## src/rtl/dma_pkg.sv

```systemverilog
// Shared definitions for the DMA blocks: FSM state encoding, FP16 address step and
// the memory-map base addresses used by the command sequencer.
package dma_pkg;

    typedef enum logic [1:0] {
        StIdle  = 2'd0,
        StIssue = 2'd1,
        StDrain = 2'd2,
        StFin   = 2'd3
    } dma_state_e;

    localparam int unsigned ADDR_STEP_FP16 = 2;

    localparam logic [31:0] CMD_BASE    = 32'h0000_0000;
    localparam logic [31:0] WEIGHT_BASE = 32'h0000_1000;
    localparam logic [31:0] IMAGE_BASE  = 32'h0029_0000;
    localparam logic [31:0] OUTBUF_BASE = 32'h002E_0000;

    // Occupancy counters need one extra bit to represent a full buffer.
    function automatic int unsigned cnt_width(input int unsigned depth);
        return $clog2(depth) + 1;
    endfunction

endpackage

```

## src/rtl/sync_fifo.sv

```systemverilog
// Single-clock FIFO with push/pop, empty/full flags and occupancy count.
// FIFO_DEPTH must be a power of two so the pointers wrap naturally.
module sync_fifo
    import dma_pkg::*;
#(
    parameter int unsigned DW         = 16,
    parameter int unsigned FIFO_DEPTH = 8,
    localparam int unsigned AddrW     = $clog2(FIFO_DEPTH),
    localparam int unsigned CntW      = cnt_width(FIFO_DEPTH)
) (
    input  logic            clk,
    input  logic            rst_n,
    input  logic            push_i,
    input  logic [DW-1:0]   wdata_i,
    input  logic            pop_i,
    output logic [DW-1:0]   rdata_o,
    output logic            empty_o,
    output logic            full_o,
    output logic [CntW-1:0] count_o
);

    localparam logic [CntW-1:0] DepthC = CntW'(FIFO_DEPTH);

    logic [DW-1:0]    mem_q [FIFO_DEPTH];
    logic [AddrW-1:0] wr_ptr_q, rd_ptr_q;
    logic [CntW-1:0]  count_q;
    logic             do_push, do_pop;

    assign empty_o = (count_q == '0);
    assign full_o  = (count_q == DepthC);
    assign count_o = count_q;
    assign rdata_o = mem_q[rd_ptr_q];

    assign do_push = push_i & ~full_o;
    assign do_pop  = pop_i & ~empty_o;

    always_ff @(posedge clk or negedge rst_n) begin
        if (!rst_n) begin
            wr_ptr_q <= '0;
            rd_ptr_q <= '0;
            count_q  <= '0;
        end else begin
            if (do_push) wr_ptr_q <= wr_ptr_q + AddrW'(1);
            if (do_pop)  rd_ptr_q <= rd_ptr_q + AddrW'(1);
            count_q <= count_q + CntW'(do_push) - CntW'(do_pop);
        end
    end

    // Storage is not reset; the count guards every read.
    always_ff @(posedge clk) begin
        if (do_push) mem_q[wr_ptr_q] <= wdata_i;
    end

endmodule

```

## src/rtl/dma_rd_resp.sv

```systemverilog
// Read-side DMA responder: splits a request into single-word memory reads, buffers the
// returns and streams them out. Define DMA_RD_PERF_EN to build the busy-cycle counter.
module dma_rd_resp
    import dma_pkg::*;
#(
    parameter int unsigned DW         = 16,
    parameter int unsigned AW         = 32,
    parameter int unsigned ADDR_STEP  = ADDR_STEP_FP16,
    parameter int unsigned FIFO_DEPTH = 8
) (
    input  logic          clk,
    input  logic          rst_n,
    input  logic          req_re,
    input  logic [AW-1:0] req_addr,
    input  logic [7:0]    req_len,
    output logic          req_busy,
    output logic          req_err,
    output logic          mem_rd,
    output logic [AW-1:0] mem_addr,
    input  logic          mem_wait,
    input  logic          mem_rvalid,
    input  logic [DW-1:0] mem_rdata,
    output logic          out_valid,
    output logic [DW-1:0] out_data,
    output logic          out_last,
    input  logic          out_ready,
    output logic          done,
    output logic [31:0]   perf_cycles
);

    localparam int unsigned     CntW   = cnt_width(FIFO_DEPTH);
    localparam logic [CntW-1:0] DepthC = CntW'(FIFO_DEPTH);

    dma_state_e      state_q;
    logic [AW-1:0]   addr_q;
    logic [7:0]      len_q, issue_q, pop_cnt_q;
    logic [CntW-1:0] inflight_q;
    logic            err_q;

    logic            accept, pop, push;
    logic [DW-1:0]   fifo_rdata;
    logic            fifo_empty, fifo_full;
    logic [CntW-1:0] fifo_count;

    // inflight covers outstanding reads plus buffered words, so the FIFO can never overflow.
    assign mem_rd   = (state_q == StIssue) && (inflight_q < DepthC);
    assign mem_addr = addr_q;
    assign accept   = mem_rd & ~mem_wait;

    assign req_busy = (state_q == StIssue) || (state_q == StDrain);
    assign req_err  = err_q;
    assign done     = (state_q == StFin);

    assign out_valid = (fifo_count != '0);
    assign out_data  = fifo_empty ? '0 : fifo_rdata;
    assign out_last  = out_valid && (pop_cnt_q == len_q - 8'd1);
    assign pop       = out_valid & out_ready;

    // Returns outside a transfer are stale and dropped.
    assign push = mem_rvalid & req_busy & ~fifo_full;

    sync_fifo #(
        .DW         (DW),
        .FIFO_DEPTH (FIFO_DEPTH)
    ) u_fifo (
        .clk     (clk),
        .rst_n   (rst_n),
        .push_i  (push),
        .wdata_i (mem_rdata),
        .pop_i   (pop),
        .rdata_o (fifo_rdata),
        .empty_o (fifo_empty),
        .full_o  (fifo_full),
        .count_o (fifo_count)
    );

    always_ff @(posedge clk or negedge rst_n) begin
        if (!rst_n) begin
            state_q    <= StIdle;
            addr_q     <= '0;
            len_q      <= '0;
            issue_q    <= '0;
            pop_cnt_q  <= '0;
            inflight_q <= '0;
            err_q      <= 1'b0;
        end else begin
            err_q      <= req_re && (state_q != StIdle);
            inflight_q <= inflight_q + CntW'(accept) - CntW'(pop);
            if (pop) pop_cnt_q <= pop_cnt_q + 8'd1;

            unique case (state_q)
                StIdle: begin
                    if (req_re) begin
                        if (req_len != 8'd0) begin
                            addr_q    <= req_addr;
                            len_q     <= req_len;
                            issue_q   <= req_len;
                            pop_cnt_q <= '0;
                            state_q   <= StIssue;
                        end else begin
                            state_q <= StFin;
                        end
                    end
                end
                StIssue: begin
                    if (accept) begin
                        addr_q  <= addr_q + AW'(ADDR_STEP);
                        issue_q <= issue_q - 8'd1;
                        if (issue_q == 8'd1) state_q <= StDrain;
                    end
                end
                StDrain: begin
                    // No new commands here, so the last credit returning means the final pop.
                    if (pop && (inflight_q == CntW'(1))) state_q <= StFin;
                end
                StFin: begin
                    state_q <= StIdle;
                end
                default: begin
                    state_q <= StIdle;
                end
            endcase
        end
    end

`ifdef DMA_RD_PERF_EN
    logic [31:0] perf_q;

    always_ff @(posedge clk or negedge rst_n) begin
        if (!rst_n) begin
            perf_q <= '0;
        end else if (req_busy && (perf_q != '1)) begin
            perf_q <= perf_q + 32'd1;
        end
    end

    assign perf_cycles = perf_q;
`else
    assign perf_cycles = '0;
`endif

endmodule

```

## config.mk

```make
export PLATFORM = sky130hd
export DESIGN_NAME = dma_rd_resp
export DESIGN_NICKNAME = d
export VERILOG_FILES = /design/src/rtl/dma_pkg.sv /design/src/rtl/sync_fifo.sv /design/src/rtl/dma_rd_resp.sv
export SDC_FILE = /design/constraint.sdc
export NUM_CORES = 1
export LEC_CHECK = 0
export ABC_AREA = 1
export ABC_CLOCK_PERIOD_IN_PS = 3750
export CORE_MARGIN = 2
export CORE_UTILIZATION = 59
export DETAILED_ROUTE_END_ITERATION = 10
export HOLD_SLACK_MARGIN = 0.08
export PLACE_DENSITY_LB_ADDON = 0.05
export SLEW_MARGIN = 40
export SYNTH_ARGS = -nofsm -noshare
export SYNTH_HDL_FRONTEND = slang
export SYNTH_SLANG_ARGS = --single-unit
```

## constraint.sdc

```tcl
create_clock -name clk -period 3.75 [get_ports clk]
set_input_delay 0.75 -clock clk [delete_from_list [all_inputs] [get_ports clk]]
set_output_delay 0.75 -clock clk [all_outputs]
set_load 0.03 [all_outputs]
```

==> run summary <==
Postcts setup bufs - 0
Core box area - 0.0172 mm^2
Root buffer cell - clkbuf_16
Hold WS - 0.281 ns
Fin. Hold Viols - 0
Post-CTS Resized - 0
Syn-to-layout area delta - 19.3%
Clock skew - 0.0115 ns
Post-synthesis async set-or-reset flop share - 0.363
Overall global routing resource usage - 0.252
Leakage - 5.14 nW
Fin crit share - 0.918
Slew Viols, Final - 0
Worst setup EP type - output port
Max-cap check violation count - 0
TritonCTS Sinks - 201
Port bufs - 115
P per Cell Area - 868 mW/mm^2
Critical path arrival - 2.69 ns
Final worst path period need - 3.44 ns
Fin area - 0.0124 mm^2
Iter 0 DRT Violations - 586
DIE AREA - 0.0187 mm^2
Relative slew slack - 0.531
Top FF cell, synth - edfxtp_1
Vias per cell - 5.23
Commonest non-fill, non-tap cell in the layout - nand2_1
RSZ-0062 raised after global routing - no
Final wirelength - 23,200 um
Min-delay worst type - primary input to asynchronous set/reset pin
Later-pin clock latency in the skew report - 0.50 ns
Status - finished clean
Drt pass-1 iters - 5
IO Count - 148
Clk slew on worst S/H paths - 0.06 ns
Site row count - 48
Max Root-Sink Buffers - 3
Commonest cells after routing, fill and taps aside - nand2_1, nor2_1, edfxtp_1
Clock buffers created by TritonCTS - 22
Wire per inst - 15.1 um
Final setup viols - 0
Yosys cell types - 37
Setup crit start kind - flip-flop
Die Height - 137 um
Synthesized area - 0.0104 mm^2
First-pass GRT wire length - 36,900 um
Post-route setup TNS - 0 ns
Share of layout cells above drive strength 1 - 0.0645
Vias after detailed routing - 8,064
Vias in the first global route - 7,437
Area after DPL - 0.0116 mm^2
CTS tree - done
Post-route ant nets - 0
Residual DRC count - 0
Final core occ - 0.719
Fmax - 0.290 GHz
VDD IR max - 609 uV
RePlAce Congestion - 0.922
CP required - 3.00 ns
Post-DP HPWL - 15,300 um
Final Net Count - 1,387
Total grt overflow - 0
Initial Utilization - 0.603
Pwr Total - 0.0108 W
Synth Area per Inst - 8.77 um^2
Number of synthesized flops with an enable pin - 128
H-tree levels - 1
Synthesized instance count - 1,185
Hold bufs inserted after CTS - 0
Die X - 137 um
Tightest Pin Transition - 0.703 ns
Kind of critical path - flip-flop to output port
Register area share after synthesis - 0.545
Synth warn - 0
Initial antenna violation count - 0
Fill cell count - 1,326
Largest net degree at the start of global routing - 74
Worst-path maximum fanout - 18
Synthesized flop and latch total - 201
Diodes inserted - 0
worst max-delay path, stage by stage, from the launching register on:
cell and delay (ns):
dfrtp_2 0.42, inv_2 0.27, buf_4 0.28, nor2_1 0.06
o21ai_0 0.16, o21ai_0 0.09, nor2_1 0.21, clkdlybuf4s50_1 0.70
kinds of logic (layout without fill, tap and decap cells):
logic type | after synthesis | after routing | synth area share
simple gates | 613 | 613 | 0.239
buf+inv | 165 | 266 | 0.0788
other cells | 1 | 32 | 0.000361
flops | 201 | 201 | 0.545
compound gates | 148 | 148 | 0.0763
mux | 16 | 16 | 0.0154
xor+xnor | 17 | 17 | 0.0143
fa+ha+maj | 24 | 24 | 0.0303
metrics by stage:
stage | std cells | worst slack [ns]
after floorplan | 1216 | 1.08
after global placement | 1502 | 0.793
after detailed placement | 1502 | 0.753
after CTS | 1542 | 0.190
after global routing | 1542 | 0.179
final | 1542 | 0.306
worst paths after layout:
kind,end,from,depth (start not counted),slack (ns)
hold reg to reg,len_q[7],len_q[7],2,0.50
min in group clk,len_q[7],len_q[7],2,0.50
max in group asynchronous,u_fifo.rd_ptr_q[1],rst_n,1,2.96
hold / removal,inflight_q[2],rst_n,1,0.28
setup reg to reg,inflight_q[2],u_fifo.count_o[2],11,0.93
setup / recovery,out_data[5],u_fifo.rd_ptr_q[0],7,0.31
cell type report:
class | instances | area (um^2) | share of cell area
repair buffers | 133 | 1310 | 0.106
clock inverters | 10 | 145 | 0.0117
multi-input cells | 850 | 4030 | 0.325
inverters | 93 | 352 | 0.0284
flip-flops and latches | 201 | 5670 | 0.457
clock buffers | 30 | 612 | 0.0493
well taps | 225 | 282 | 0.0227
cells in the mapped netlist (12+ instances only):
master    count  share of area
nand3_1      69          0.033
o22ai_1      16         0.0096
edfxtp_1    128           0.37
inv_1        89          0.032
clkbuf_1     12         0.0043
mux2i_1      16          0.015
ha_1         22          0.026
buf_2        15         0.0072
o21ai_0     113          0.054
dfrtp_1      73           0.18
buf_4        39          0.028
nand2_1     297           0.11
nor2_1      220          0.079
report_power, final:
group	switching (W)	internal (W)	total [W]	leakage [nW]
Sequential	0.000506	0.00290	0.00341	2.06
Combinational	0.00324	0.00189	0.00513	2.73
Clock	0.000867	0.00136	0.00223	0.355
layer usage:
metal	global-route usage	wire, um	up-vias
met5	0	0	-
met4	0.0712	414	0
met3	0.0396	1310	31
met2	0.427	11500	248
met1	0.338	9990	3744
li1	-	-	4041
flip-flops by register name, indices dropped and copies added, names as in the netlist:
register         cells
req_err              1
inflight_q           4
state_q              2
u_fifo.count_o       4
mem_addr            32
u_fifo.wr_ptr_q      3
pop_cnt_q            8
u_fifo.rd_ptr_q      3
issue_q              8
len_q                8
u_fifo.mem_q       128
No activity file was read; power rests on OpenSTA's default activity.
